$ cat config.mk
export PLATFORM = sky130hd
export DESIGN_NAME = pzcorebus_response_sequencer
export DESIGN_NICKNAME = d
export VERILOG_FILES = /design/src/rtl/pzcorebus_pkg.sv /design/src/rtl/pzbcm_fifo.sv /design/src/rtl/pzcorebus_response_sequencer.sv
export SDC_FILE = /design/constraint.sdc
export NUM_CORES = 1
export LEC_CHECK = 0
export ABC_AREA = 1
export CAP_MARGIN = 0
export CORE_MARGIN = 4
export CORE_UTILIZATION = 45
export CTS_BUF_LIST = sky130_fd_sc_hd__clkbuf_8
export CTS_CLUSTER_DIAMETER = 100
export DETAILED_ROUTE_END_ITERATION = 7
export GPL_TIMING_DRIVEN = 0
export PLACE_DENSITY = 0.77
export SYNTH_ARGS = -nofsm -noshare
export SYNTH_HDL_FRONTEND = slang
export SYNTH_SLANG_ARGS = --single-unit
$ cat constraint.sdc
create_clock -name i_clk -period 1.7 [get_ports i_clk]
set_input_delay 0.34 -clock i_clk [delete_from_list [all_inputs] [get_ports i_clk]]
set_output_delay 0.34 -clock i_clk [all_outputs]
set_load 0.1 [all_outputs]
$ cat src/rtl/pzcorebus_pkg.sv
// Shared pzcorebus types and width helpers. Derived widths are clamped to at
// least one bit so an unconfigured ('0) bus still elaborates.
package pzcorebus_pkg;

  typedef enum logic [1:0] {
    PZCOREBUS_CSR      = 2'b00,
    PZCOREBUS_MEMORY_H = 2'b01,
    PZCOREBUS_MEMORY_L = 2'b10
  } pzcorebus_profile;

  typedef struct packed {
    pzcorebus_profile profile;
    int               address_width;
    int               data_width;
    int               unit_data_width;
    int               max_data_width;
    int               max_length;
    int               id_width;
  } pzcorebus_config;

  // Bit 3 set marks a non-posted command.
  typedef enum logic [3:0] {
    PZCOREBUS_NULL_COMMAND          = 4'b0000,
    PZCOREBUS_WRITE                 = 4'b0001,
    PZCOREBUS_BROADCAST             = 4'b0010,
    PZCOREBUS_FULL_WRITE            = 4'b0011,
    PZCOREBUS_ATOMIC                = 4'b0100,
    PZCOREBUS_READ                  = 4'b1000,
    PZCOREBUS_WRITE_NON_POSTED      = 4'b1001,
    PZCOREBUS_BROADCAST_NON_POSTED  = 4'b1010,
    PZCOREBUS_FULL_WRITE_NON_POSTED = 4'b1011,
    PZCOREBUS_ATOMIC_NON_POSTED     = 4'b1100
  } pzcorebus_command_type;

  typedef enum logic [1:0] {
    PZCOREBUS_NULL_RESPONSE      = 2'b00,
    PZCOREBUS_RESPONSE           = 2'b10,
    PZCOREBUS_RESPONSE_WITH_DATA = 2'b11
  } pzcorebus_response_type;

  localparam int PZCOREBUS_MAX_ID_WIDTH     = 32;
  localparam int PZCOREBUS_MAX_OFFSET_WIDTH = 16;
  localparam int PZCOREBUS_MAX_SIZE_WIDTH   = 16;
  localparam int PZCOREBUS_MAX_UNITEN_WIDTH = 64;

  typedef struct packed {
    pzcorebus_response_type                sresp;
    logic [PZCOREBUS_MAX_ID_WIDTH-1:0]     sid;
    logic [PZCOREBUS_MAX_OFFSET_WIDTH-1:0] offset;
    logic [PZCOREBUS_MAX_SIZE_WIDTH-1:0]   size;
    logic [PZCOREBUS_MAX_UNITEN_WIDTH-1:0] uniten;
    logic [1:0]                            last;
  } pzcorebus_response_beat;

  function automatic int pzcorebus_max1(int v);
    return (v < 1) ? 1 : v;
  endfunction

  function automatic int pzcorebus_clog2_min1(int n);
    return (n <= 1) ? 1 : $clog2(n);
  endfunction

  function automatic int pzcorebus_get_data_size(pzcorebus_config cfg);
    return (cfg.unit_data_width <= 0) ? 1 : pzcorebus_max1(cfg.data_width / cfg.unit_data_width);
  endfunction

  function automatic int pzcorebus_get_max_data_size(pzcorebus_config cfg);
    return (cfg.unit_data_width <= 0) ? 1 : pzcorebus_max1(cfg.max_data_width / cfg.unit_data_width);
  endfunction

  function automatic int pzcorebus_get_unit_byte_lsb(pzcorebus_config cfg);
    return (cfg.unit_data_width >= 8) ? $clog2(cfg.unit_data_width) - 3 : 0;
  endfunction

  function automatic int pzcorebus_get_address_width(pzcorebus_config cfg);
    return pzcorebus_max1(cfg.address_width);
  endfunction

  function automatic int pzcorebus_get_id_width(pzcorebus_config cfg);
    return pzcorebus_max1(cfg.id_width);
  endfunction

  function automatic int pzcorebus_get_max_length(pzcorebus_config cfg);
    return pzcorebus_max1(cfg.max_length);
  endfunction

  // Packed length: 0 encodes max_length.
  function automatic int pzcorebus_get_length_width(pzcorebus_config cfg);
    return pzcorebus_clog2_min1(pzcorebus_get_max_length(cfg));
  endfunction

  function automatic int pzcorebus_get_unpacked_length_width(pzcorebus_config cfg);
    return $clog2(pzcorebus_get_max_length(cfg) + 1);
  endfunction

  function automatic int pzcorebus_get_response_offset_width(pzcorebus_config cfg);
    return pzcorebus_clog2_min1(pzcorebus_get_max_data_size(cfg));
  endfunction

  function automatic int pzcorebus_get_response_size_width(pzcorebus_config cfg);
    return $clog2(pzcorebus_get_data_size(cfg) + 1);
  endfunction

  function automatic int pzcorebus_get_unit_enable_width(pzcorebus_config cfg);
    return pzcorebus_get_data_size(cfg);
  endfunction

  function automatic logic pzcorebus_is_non_posted(pzcorebus_command_type cmd);
    return cmd[3];
  endfunction

  function automatic logic pzcorebus_is_read(pzcorebus_command_type cmd);
    return cmd == PZCOREBUS_READ;
  endfunction

  function automatic logic pzcorebus_has_response_data(pzcorebus_command_type cmd);
    return (cmd == PZCOREBUS_READ) || (cmd == PZCOREBUS_ATOMIC_NON_POSTED);
  endfunction

endpackage

$ cat src/rtl/pzbcm_fifo.sv
// Small synchronous FIFO; full/empty come straight from the registered count,
// so a push on a full queue is refused even when a pop happens the same cycle.
module pzbcm_fifo #(
  parameter int WIDTH = 8,
  parameter int DEPTH = 2
)(
  input  logic             i_clk,
  input  logic             i_rst,
  input  logic             i_push,
  input  logic [WIDTH-1:0] i_data,
  input  logic             i_pop,
  output logic [WIDTH-1:0] o_data,
  output logic             o_empty,
  output logic             o_full
);
  localparam int PW = (DEPTH > 1) ? $clog2(DEPTH) : 1;
  localparam int CW = $clog2(DEPTH + 1);

  logic [WIDTH-1:0] mem [DEPTH];
  logic [PW-1:0]    wr_ptr, rd_ptr;
  logic [CW-1:0]    count;
  logic             push, pop;

  assign o_empty = count == '0;
  assign o_full  = count == CW'(DEPTH);
  assign push    = i_push && !o_full;
  assign pop     = i_pop && !o_empty;
  assign o_data  = mem[rd_ptr];

  function automatic logic [PW-1:0] inc(logic [PW-1:0] ptr);
    return (ptr == PW'(DEPTH - 1)) ? '0 : ptr + 1'b1;
  endfunction

  always_ff @(posedge i_clk) begin
    if (i_rst) begin
      wr_ptr <= '0;
      rd_ptr <= '0;
      count  <= '0;
    end else begin
      if (push) wr_ptr <= inc(wr_ptr);
      if (pop)  rd_ptr <= inc(rd_ptr);
      count <= count + CW'(push) - CW'(pop);
    end
  end

  always_ff @(posedge i_clk) begin
    if (push) mem[wr_ptr] <= i_data;
  end
endmodule

$ cat src/rtl/pzcorebus_response_sequencer.sv
// Queues non-posted commands and walks each one into response beat
// descriptors, one per cycle, under valid/ready backpressure.
module pzcorebus_response_sequencer
  import pzcorebus_pkg::*;
#(
  parameter pzcorebus_config BUS_CONFIG    = '0,
  parameter int              COMMAND_DEPTH = 2,
  localparam int AW        = pzcorebus_get_address_width(BUS_CONFIG),
  localparam int IW        = pzcorebus_get_id_width(BUS_CONFIG),
  localparam int LW        = pzcorebus_get_length_width(BUS_CONFIG),
  localparam int OW        = pzcorebus_get_response_offset_width(BUS_CONFIG),
  localparam int SW        = pzcorebus_get_response_size_width(BUS_CONFIG),
  localparam int DATA_SIZE = pzcorebus_get_unit_enable_width(BUS_CONFIG)
)(
  input  logic                   i_clk,
  input  logic                   i_rst,
  input  logic                   i_command_valid,
  output logic                   o_command_ready,
  input  pzcorebus_command_type  i_mcmd,
  input  logic [AW-1:0]          i_maddr,
  input  logic [LW-1:0]          i_mlength,
  input  logic [IW-1:0]          i_mid,
  output logic                   o_beat_valid,
  input  logic                   i_beat_ready,
  output pzcorebus_response_type o_sresp,
  output logic [IW-1:0]          o_sid,
  output logic [OW-1:0]          o_offset,
  output logic [SW-1:0]          o_size,
  output logic [DATA_SIZE-1:0]   o_uniten,
  output logic [1:0]             o_last,
  output logic                   o_busy
);
  localparam int  MAX_DATA_SIZE = pzcorebus_get_max_data_size(BUS_CONFIG);
  localparam int  MAX_LENGTH    = pzcorebus_get_max_length(BUS_CONFIG);
  localparam int  ULW           = pzcorebus_get_unpacked_length_width(BUS_CONFIG);
  localparam int  RW            = (ULW > SW) ? ULW : SW;
  localparam int  UNIT_LSB      = pzcorebus_get_unit_byte_lsb(BUS_CONFIG);
  localparam bit  MEM_H         = BUS_CONFIG.profile == PZCOREBUS_MEMORY_H;
  // Non-read commands answer with one full-width beat (memory-H) or one unit.
  localparam int  NONREAD_LEN   = MEM_H ? DATA_SIZE : 1;

  typedef struct packed {
    pzcorebus_command_type mcmd;
    logic [OW-1:0]         offset;
    logic [RW-1:0]         length;
    logic [IW-1:0]         id;
  } command_entry;

  typedef enum logic {IDLE, BURST} state_e;

  state_e                 state, state_next;
  command_entry           push_entry, head;
  logic                   q_empty, q_full, push, load, beat_ack, last0;
  pzcorebus_command_type  cur_cmd;
  logic [IW-1:0]          cur_id;
  logic [OW-1:0]          offset;
  logic [RW-1:0]          remaining;
  int                     lo, size;
  pzcorebus_response_beat beat;
  logic                   unused_beat;

  function automatic logic [OW-1:0] initial_offset(logic [AW-1:0] addr);
    logic [AW-1:0] shifted;
    shifted = addr >> UNIT_LSB;
    return (MEM_H && MAX_DATA_SIZE > 1) ? OW'(shifted) : '0;
  endfunction

  function automatic logic [RW-1:0] unpack_length(logic [LW-1:0] len);
    return (len == '0) ? RW'(MAX_LENGTH) : RW'(len);
  endfunction

  function automatic int beat_lo(logic [OW-1:0] off);
    return MEM_H ? int'(off) % DATA_SIZE : 0;
  endfunction

  function automatic int beat_size(int beat_lo_units, logic [RW-1:0] rem);
    if (!MEM_H) return 1;
    return (DATA_SIZE - beat_lo_units < int'(rem)) ? DATA_SIZE - beat_lo_units : int'(rem);
  endfunction

  function automatic logic [DATA_SIZE-1:0] beat_uniten(int beat_lo_units, int beat_units);
    logic [DATA_SIZE-1:0] u;
    for (int i = 0; i < DATA_SIZE; i++)
      u[i] = MEM_H && (i >= beat_lo_units) && (i < beat_lo_units + beat_units);
    return u;
  endfunction

  // Next beat starts at the following data_width boundary, wrapping in max_data_width.
  function automatic logic [OW-1:0] next_offset(logic [OW-1:0] off);
    return MEM_H ? OW'((((int'(off) / DATA_SIZE) + 1) * DATA_SIZE) % MAX_DATA_SIZE) : '0;
  endfunction

  assign o_command_ready = !q_full && !i_rst;
  assign push            = i_command_valid && o_command_ready && pzcorebus_is_non_posted(i_mcmd);
  assign push_entry      = '{mcmd: i_mcmd, offset: initial_offset(i_maddr),
                             length: unpack_length(i_mlength), id: i_mid};

  pzbcm_fifo #(
    .WIDTH ($bits(command_entry)),
    .DEPTH (COMMAND_DEPTH)
  ) u_command_queue (
    .i_clk   (i_clk),
    .i_rst   (i_rst),
    .i_push  (push),
    .i_data  (push_entry),
    .i_pop   (load),
    .o_data  (head),
    .o_empty (q_empty),
    .o_full  (q_full)
  );

  always_comb begin
    lo    = beat_lo(offset);
    size  = beat_size(lo, remaining);
    last0 = int'(remaining) == size;
    beat  = '0;
    if (state == BURST) begin
      beat.sresp  = pzcorebus_has_response_data(cur_cmd) ? PZCOREBUS_RESPONSE_WITH_DATA
                                                         : PZCOREBUS_RESPONSE;
      beat.sid    = PZCOREBUS_MAX_ID_WIDTH'(cur_id);
      beat.offset = PZCOREBUS_MAX_OFFSET_WIDTH'(offset);
      beat.size   = PZCOREBUS_MAX_SIZE_WIDTH'(size);
      beat.uniten = PZCOREBUS_MAX_UNITEN_WIDTH'(beat_uniten(lo, size));
      beat.last   = {last0 || (int'(offset) + size == MAX_DATA_SIZE), last0};
    end
  end

  assign o_beat_valid = state == BURST;
  assign o_sresp      = beat.sresp;
  assign o_sid        = beat.sid[IW-1:0];
  assign o_offset     = beat.offset[OW-1:0];
  assign o_size       = beat.size[SW-1:0];
  assign o_uniten     = beat.uniten[DATA_SIZE-1:0];
  assign o_last       = beat.last;
  assign o_busy       = (state == BURST) || !q_empty;
  assign unused_beat  = ^beat;
  assign beat_ack     = (state == BURST) && i_beat_ready;

  // Loading the next head shares the edge with the final handshake, so a
  // queued command follows without a bubble.
  always_comb begin
    state_next = state;
    load       = 1'b0;
    case (state)
      IDLE: if (!q_empty) begin
        load       = 1'b1;
        state_next = BURST;
      end
      BURST: if (beat_ack && last0) begin
        if (!q_empty) load = 1'b1;
        else          state_next = IDLE;
      end
      default: state_next = IDLE;
    endcase
  end

  always_ff @(posedge i_clk) begin
    if (i_rst) begin
      state     <= IDLE;
      cur_cmd   <= PZCOREBUS_NULL_COMMAND;
      cur_id    <= '0;
      offset    <= '0;
      remaining <= '0;
    end else begin
      state <= state_next;
      if (load) begin
        cur_cmd   <= head.mcmd;
        cur_id    <= head.id;
        offset    <= head.offset;
        remaining <= pzcorebus_is_read(head.mcmd) ? head.length : RW'(NONREAD_LEN);
      end else if (beat_ack) begin
        offset    <= next_offset(offset);
        remaining <= remaining - RW'(size);
      end
    end
  end
endmodule

==> results of run 1 <==
per-stage QoR:
step                      area [sq um]  setup WS [ps]  setup TNS, ps  hold slack (ps)
after floorplan                  945.9         -92.88         -145.7            399.4
after global placement            1137         -866.9          -4060            469.3
after detailed placement          1137         -855.1          -4217            493.5
after CTS                         1190          1.456              0            503.2
after global routing              1177          8.510              0            456.1
final                             1177          83.87              0            405.5
state kept, by name, indices dropped and copies added (netlist names), named ones only:
| name | count |
|---|---|
| u_command_queue.mem | 8 |
| cur_cmd | 3 |
| u_command_queue.wr_ptr | 1 |
| u_command_queue.rd_ptr | 1 |
| u_command_queue.count | 2 |
| cur_id | 1 |
| remaining | 1 |
| o_beat_valid | 1 |
layout by cell type, fill, tap and decap left out, types with 5 or more instances in the layout:
master / netlist / routed
edfxtp_1: 8 / 8
buf_2: 1 / 7
dfxtp_1: 11 / 9
nand2_1: 20 / 19
clkdlybuf4s50_1: 0 / 5
nand3_1: 7 / 7
inv_2: 2 / 5
buf_4: 5 / 6
nor2_1: 23 / 23
inv_1: 19 / 16
layout make-up:
class                   count  area share, %
flip-flops and latches     19          39.53
multi-input cells          66          31.14
repair buffers             17          12.43
inverters                  21          6.695
plain buffers               6          3.613
clock buffers               3          3.507
well taps                  25          2.657
clock inverters             1         0.4251
critical path: stages, from the launching register on:
cell and delay [ps]:
dfxtp_1 450, nor2_4 90, nand2_1 60, buf_2 410
routing by layer:
layer / up-vias / track usage [%] / wire length, microns
li1: 372 / - / -
met1: 300 / 12.61 / 649
met2: 13 / 22.73 / 753
met3: 2 / 4.225 / 82
met4: 0 / 6.383 / 22
met5: - / 0 / 0
cell families after synthesis:
logic type | Yosys count | share of synthesized area (%)
other | 1 | 0.4140
adders and majority gates | 2 | 2.762
buffers and inverters | 27 | 13.40
AOI/OAI and AO/OA | 4 | 3.868
DFF | 19 | 50.83
xor gates and xnor gates | 2 | 1.934
and+or+nand+nor | 56 | 26.79
power breakdown:
group          switching (W)  internal (W)  leakage [nW]  total, W
clock               0.000146      0.000163        0.0255  0.000309
combinational       0.000974      0.000379         0.428   0.00135
sequential          0.000132      0.000604         0.164  0.000737
worst max path at each step:
stage,startpoint,to,cells past startpoint
after global placement,i_rst,o_command_ready,3
final,u_command_queue.count[1],o_busy,3
after CTS,i_beat_ready,u_command_queue.count[1],10
after floorplan,o_beat_valid,o_sresp[0],2
after global routing,o_beat_valid,u_command_queue.count[1],10
after detailed placement,i_rst,o_command_ready,3
what timing repair did:
item | in CTS | in global routing
pin swaps | 2 | 1
setup buffers | 1 | 0
endpoints found under the setup margin | 10 | 8
resized for setup | 35 | 15
==> results.py, run 1 <==
metrics = {
    "run_status": {
        "status": "completed",
    },
    "clocking": {
        "cts_hold_buf": 0,
        "h-tree-depth": 1,
        "numClockSinks": 19,
        "cts_buffers": 3,
        "clk_transition_reported_paths_ps": 70,
        "cts_buffer_depth": 2,
        "cts-root-buf": "clkbuf_8",
        "cts_tree": "yes",
        "clkLatencyLatePin_ps": 250,
    },
    "sta": {
        "skew_ps": 2.165,
        "hold_viol": 0,
        "fmax_mhz": 618.8,
        "rsz0062_at_grt": "false",
        "worstMarginPinSlew_ps": 545.2,
        "drv_slew": 0,
        "fin_crit_ps": 1616,
        "setup_viol": 0,
        "relSlewSlack_pct": 63.82,
        "fin_crit_sh_pct": 95.07,
    },
    "synthesis": {
        "synth_common_cells": "23 x nor2_1, 20 x nand2_1, 19 x inv_1",
        "ys_types": 19,
        "synth_area_per_cell_sq_um": 8.161,
        "synth-seq-cells": 19,
        "syn_area_sq_um": 905.9,
        "synth-main-ff-cell": "dfxtp_1",
        "synth_area_leaders": "edfxtp_1 27%, dfxtp_1 24%, nor2_1 9.5%",
        "async_reset_ff_share_pct": 0,
        "yosys.area.top_type": "edfxtp_1",
        "synth_warnings": 0,
        "synth_top_area_share_pct": 26.52,
        "synth_edf_count": 8,
        "synth_most_common_cell": "nor2_1",
        "ys_seq_area_share_pct": 50.83,
        "synthCells": 111,
    },
    "floorplan": {
        "initial_utilization_pct": 49.76,
        "die_x_microns": 52.87,
        "pin_count": 22,
        "row_count": 15,
        "die_y_microns": 52.87,
        "design.die.area_sq_mm": 0.002795,
        "coreArea_sq_mm": 0.001821,
    },
    "critical_path": {
        "endpoint_kind": "output port",
        "worstReg2RegStart": "o_beat_valid",
        "cp.required_ps": 1360,
        "rrSetupSlack_ps": 120,
        "worstSetupPathType": "register to output port",
        "crit_arrival_ps": 1280,
        "r2r_end": "u_command_queue.count[1]",
        "critPathMaxFanout": 4,
        "rr_worst_depth": 10,
        "cp-start-kind": "register",
    },
    "route": {
        "postRouteAntennaNets": 0,
        "drc": 0,
        "drt_wl_total_microns": 1508,
        "dr.pass1.iters": 2,
        "drt_iter0_drc": 4,
        "vias": 687,
        "via_per_inst": 4.348,
        "wl_per_cell_microns": 9.544,
    },
    "grt": {
        "antenna_found_initial": 0,
        "first_global_vias": 639,
        "track_usage_pct": 12.57,
        "grt_max_degree": 12,
        "grt_pass1_wl_microns": 2463,
        "grt.overflow.total": 0,
    },
    "hold_path": {
        "hold_end": "u_command_queue.count[0]",
        "hold_depth": 2,
        "min_path_type": "input port to register",
        "hold_start": "i_rst",
    },
    "placed_design": {
        "port_buffers": 16,
        "place_inst": 153,
        "dp_hpwl_microns": 1156,
        "place.gp.congestion": 0.7620,
    },
    "final_layout": {
        "antennaDiodeCount": 0,
        "multiInputGateArea_sq_um": 366.6,
        "n_fill_cell": 158,
        "nets": 147,
        "drive_gt1_share_pct": 27.82,
        "seq_area_sq_um": 465.4,
        "area_growth_pct": 29.97,
        "fin_util_pct": 64.67,
        "fin_cells": 158,
    },
    "run": {
        "cap_violations": 0,
    },
    "power": {
        "total_power_w": 0.002398,
        "max-vdd-ir-drop_v": 0.001259,
        "cellLeakagePower_nw": 0.6178,
        "power_density_mw_per_mm2": 2036,
    },
}
Power figures use the tool's default switching activity.
==> run 2, diff against run 1 <==
- CAP_MARGIN: 0 -> 5
- CORE_UTILIZATION: 45 -> 25
- PLACE_DENSITY: 0.77 -> default
==> run 2 against run 1 <==
Net effect:
- combinational power about the same
- critical endpoint is now o_beat_valid
- largest cell class unchanged
- design area up 2.4%
- sequential power down 0.5%
- highest routed layer unchanged
- sequential share of layout area down 0.94 points
==> results.py, run 2 (synthesized netlist as in run 1, its figures left out) <==
metrics = {
    "floorplan": {
        "die_x_microns": 68.20,
        "row_count": 21,
        "initial_utilization_pct": 26.52,
        "coreArea_sq_mm": 0.003416,
        "pin_count": 22,
        "die_y_microns": 68.20,
        "design.die.area_sq_mm": 0.004651,
    },
    "grt": {
        "first_global_vias": 710,
        "met2_usage_pct": 14.20,
        "grt_pass1_wl_microns": 2808,
        "use_met3_pct": 1.478,
        "grt_busiest_layer": "met2",
        "grt_max_degree": 12,
        "antenna_found_initial": 0,
        "track_usage_pct": 8.108,
        "grt.overflow.total": 0,
        "use_met1_pct": 8.600,
    },
    "critical_path": {
        "rrSetupSlack_ps": 130,
        "r2r_end": "u_command_queue.count[1]",
        "cp-start-kind": "register",
        "cp.depth": 1,
        "cp.required_ps": 1360,
        "critPathTopFamily": "buffers and inverters",
        "cp_num_buf_inv": 1,
        "critical-path-slowest-cell": "clkdlybuf4s15_2",
        "critPathMaxFanout": 11,
        "worst_path_largest_cell_delay_ps": 570,
        "worstReg2RegStart": "o_beat_valid",
        "path_cells": "clkdlybuf4s15_2",
        "startpoint": "o_beat_valid",
        "endpoint_kind": "output port",
        "worstSetupPathType": "register to output port",
        "crit_arrival_ps": 1260,
        "rr_worst_depth": 10,
        "crit_end": "o_beat_valid",
    },
    "power": {
        "power_density_mw_per_mm2": 2002,
        "cellLeakagePower_nw": 0.6170,
        "swShare_pct": 52.07,
        "pwr-share-comb_pct": 56.7,
        "seqPwrFrac_pct": 30.4,
        "power_switching_w": 0.001258,
        "intPower_w": 0.001158,
        "p_clk_share_pct": 13.0,
        "max-vdd-ir-drop_v": 0.0005844,
    },
    "route": {
        "vias": 703,
        "postRouteAntennaNets": 0,
        "drc": 0,
        "via_per_inst": 3.927,
        "drt_iter0_drc": 18,
        "wl_per_cell_microns": 9.095,
        "drt_wl_total_microns": 1628,
        "dr.pass1.iters": 3,
    },
    "sta": {
        "drv_slew": 0,
        "worstMarginPinSlew_ps": 541.6,
        "final.setup.tns_ps": 0,
        "whs_ps": 415.0,
        "hold_viol": 0,
        "rsz0062_at_grt": "false",
        "fmax_mhz": 624.9,
        "fin_crit_sh_pct": 94.13,
        "setup_viol": 0,
        "worst_slack_ps": 99.77,
        "fin_crit_ps": 1600,
        "relSlewSlack_pct": 64.06,
        "skew_ps": 7.013,
    },
    "final_layout": {
        "area_growth_pct": 33.15,
        "reg_top3": "u_command_queue.mem (8), cur_cmd (3), u_command_queue.count (2)",
        "stdcell_area_sq_mm": 0.001206,
        "antennaDiodeCount": 0,
        "nets": 147,
        "n_fill_cell": 368,
        "fin_util_pct": 35.31,
        "drive_gt1_share_pct": 28.57,
        "final_common_cell": "nor2_1",
        "largest_reg_flops": 8,
        "final_cell_mix": "23 x nor2_1, 19 x nand2_1, 16 x inv_1",
        "registers.top_by_ff_count": "u_command_queue.mem",
    },
    "placed_design": {
        "dp_hpwl_microns": 1311,
        "place.gp.congestion": 0.6676,
        "pre_cts_slack_ps": -881.3,
        "port_buffers": 16,
        "place_area_sq_mm": 0.001164,
    },
    "run_status": {
        "status": "completed",
    },
    "clocking": {
        "clk_transition_reported_paths_ps": 70,
        "cts_buffer_depth": 2,
        "clkLatencyLatePin_ps": 260,
        "numClockSinks": 19,
        "cts_tree": "yes",
        "cts-root-buf": "clkbuf_8",
        "cts_buffers": 3,
        "h-tree-depth": 1,
    },
    "hold_path": {
        "min_path_type": "input port to register",
        "hold_depth": 2,
    },
    "run": {
        "cap_violations": 0,
    },
}
[run 2: changes by cell type in the layout (fill, tap and decap cells not counted), sizes merged]
cell | previous run | this run
clkbuf | 4 | 5
buf | 14 | 13
[run 2: worst min path at each step]
stage                start                  endpoint  slack (ps)
floorplan            i_rst              o_beat_valid         400
global placement    cur_id                    cur_id         470
detailed placement  cur_id                    cur_id         490
CTS                 cur_id                    cur_id         500
global route         i_rst              o_beat_valid         440
finish               i_rst  u_command_queue.count[0]         420
[run 2: through the flow]
| stage | total power (W) | cells |
|---|---|---|
| 2_1_floorplan | 0.001853 | 112 |
| 3_3_place_gp | 0.002090 | 174 |
| 3_5_place_dp | 0.002138 | 174 |
| 4_1_cts | 0.002466 | 179 |
| 5_1_grt | 0.002602 | 179 |
| 6_report | 0.002415 | 179 |
[run 2: power by group through the flow]
| stage | sequential (W) | combinational, W | clock, W |
|---|---|---|---|
| after CTS | 0.000738 | 0.00140 | 0.000326 |
| after floorplan | 0.000789 | 0.00106 | 0 |
| after detailed placement | 0.000745 | 0.00139 | 0 |
| after global placement | 0.000735 | 0.00136 | 0 |
| after global routing | 0.000755 | 0.00150 | 0.000343 |
| final | 0.000733 | 0.00137 | 0.000313 |
[run 2: what timing repair did]
action | CTS | global route
buffers inserted | 1 | 0
gates resized for setup | 41 | 10
setup endpoints to repair | 10 | 9
pin swaps | 2 | 1
cloned | 0 | 0
hold buffers | 0 | 0
[run 2: metal layers]
| metal | wire length, microns | vias to the layer above |
|---|---|---|
| li1 | - | 370 |
| met1 | 660 | 315 |
| met2 | 846 | 14 |
| met3 | 70 | 4 |
| met4 | 49 | 0 |
| met5 | 0 | - |
[run 2: layout make-up]
type	instances	area (sq um)	area share, %
Sequential cell	19	465.4	38.59
Tap cell	46	57.56	4.772
Inverter	21	78.83	6.535
Clock buffer	3	41.29	3.423
Clock inverter	1	5.005	0.4149
Timing Repair Buffer	17	148.9	12.34
Buffer	6	42.54	3.527
Multi-Input combinational cell	66	366.6	30.39
==> run 3, diff against run 2 <==
- SLEW_MARGIN: default -> 10
==> results of run 3 <==
No change in the layout: final DEF, timing and power equal those of run 2.
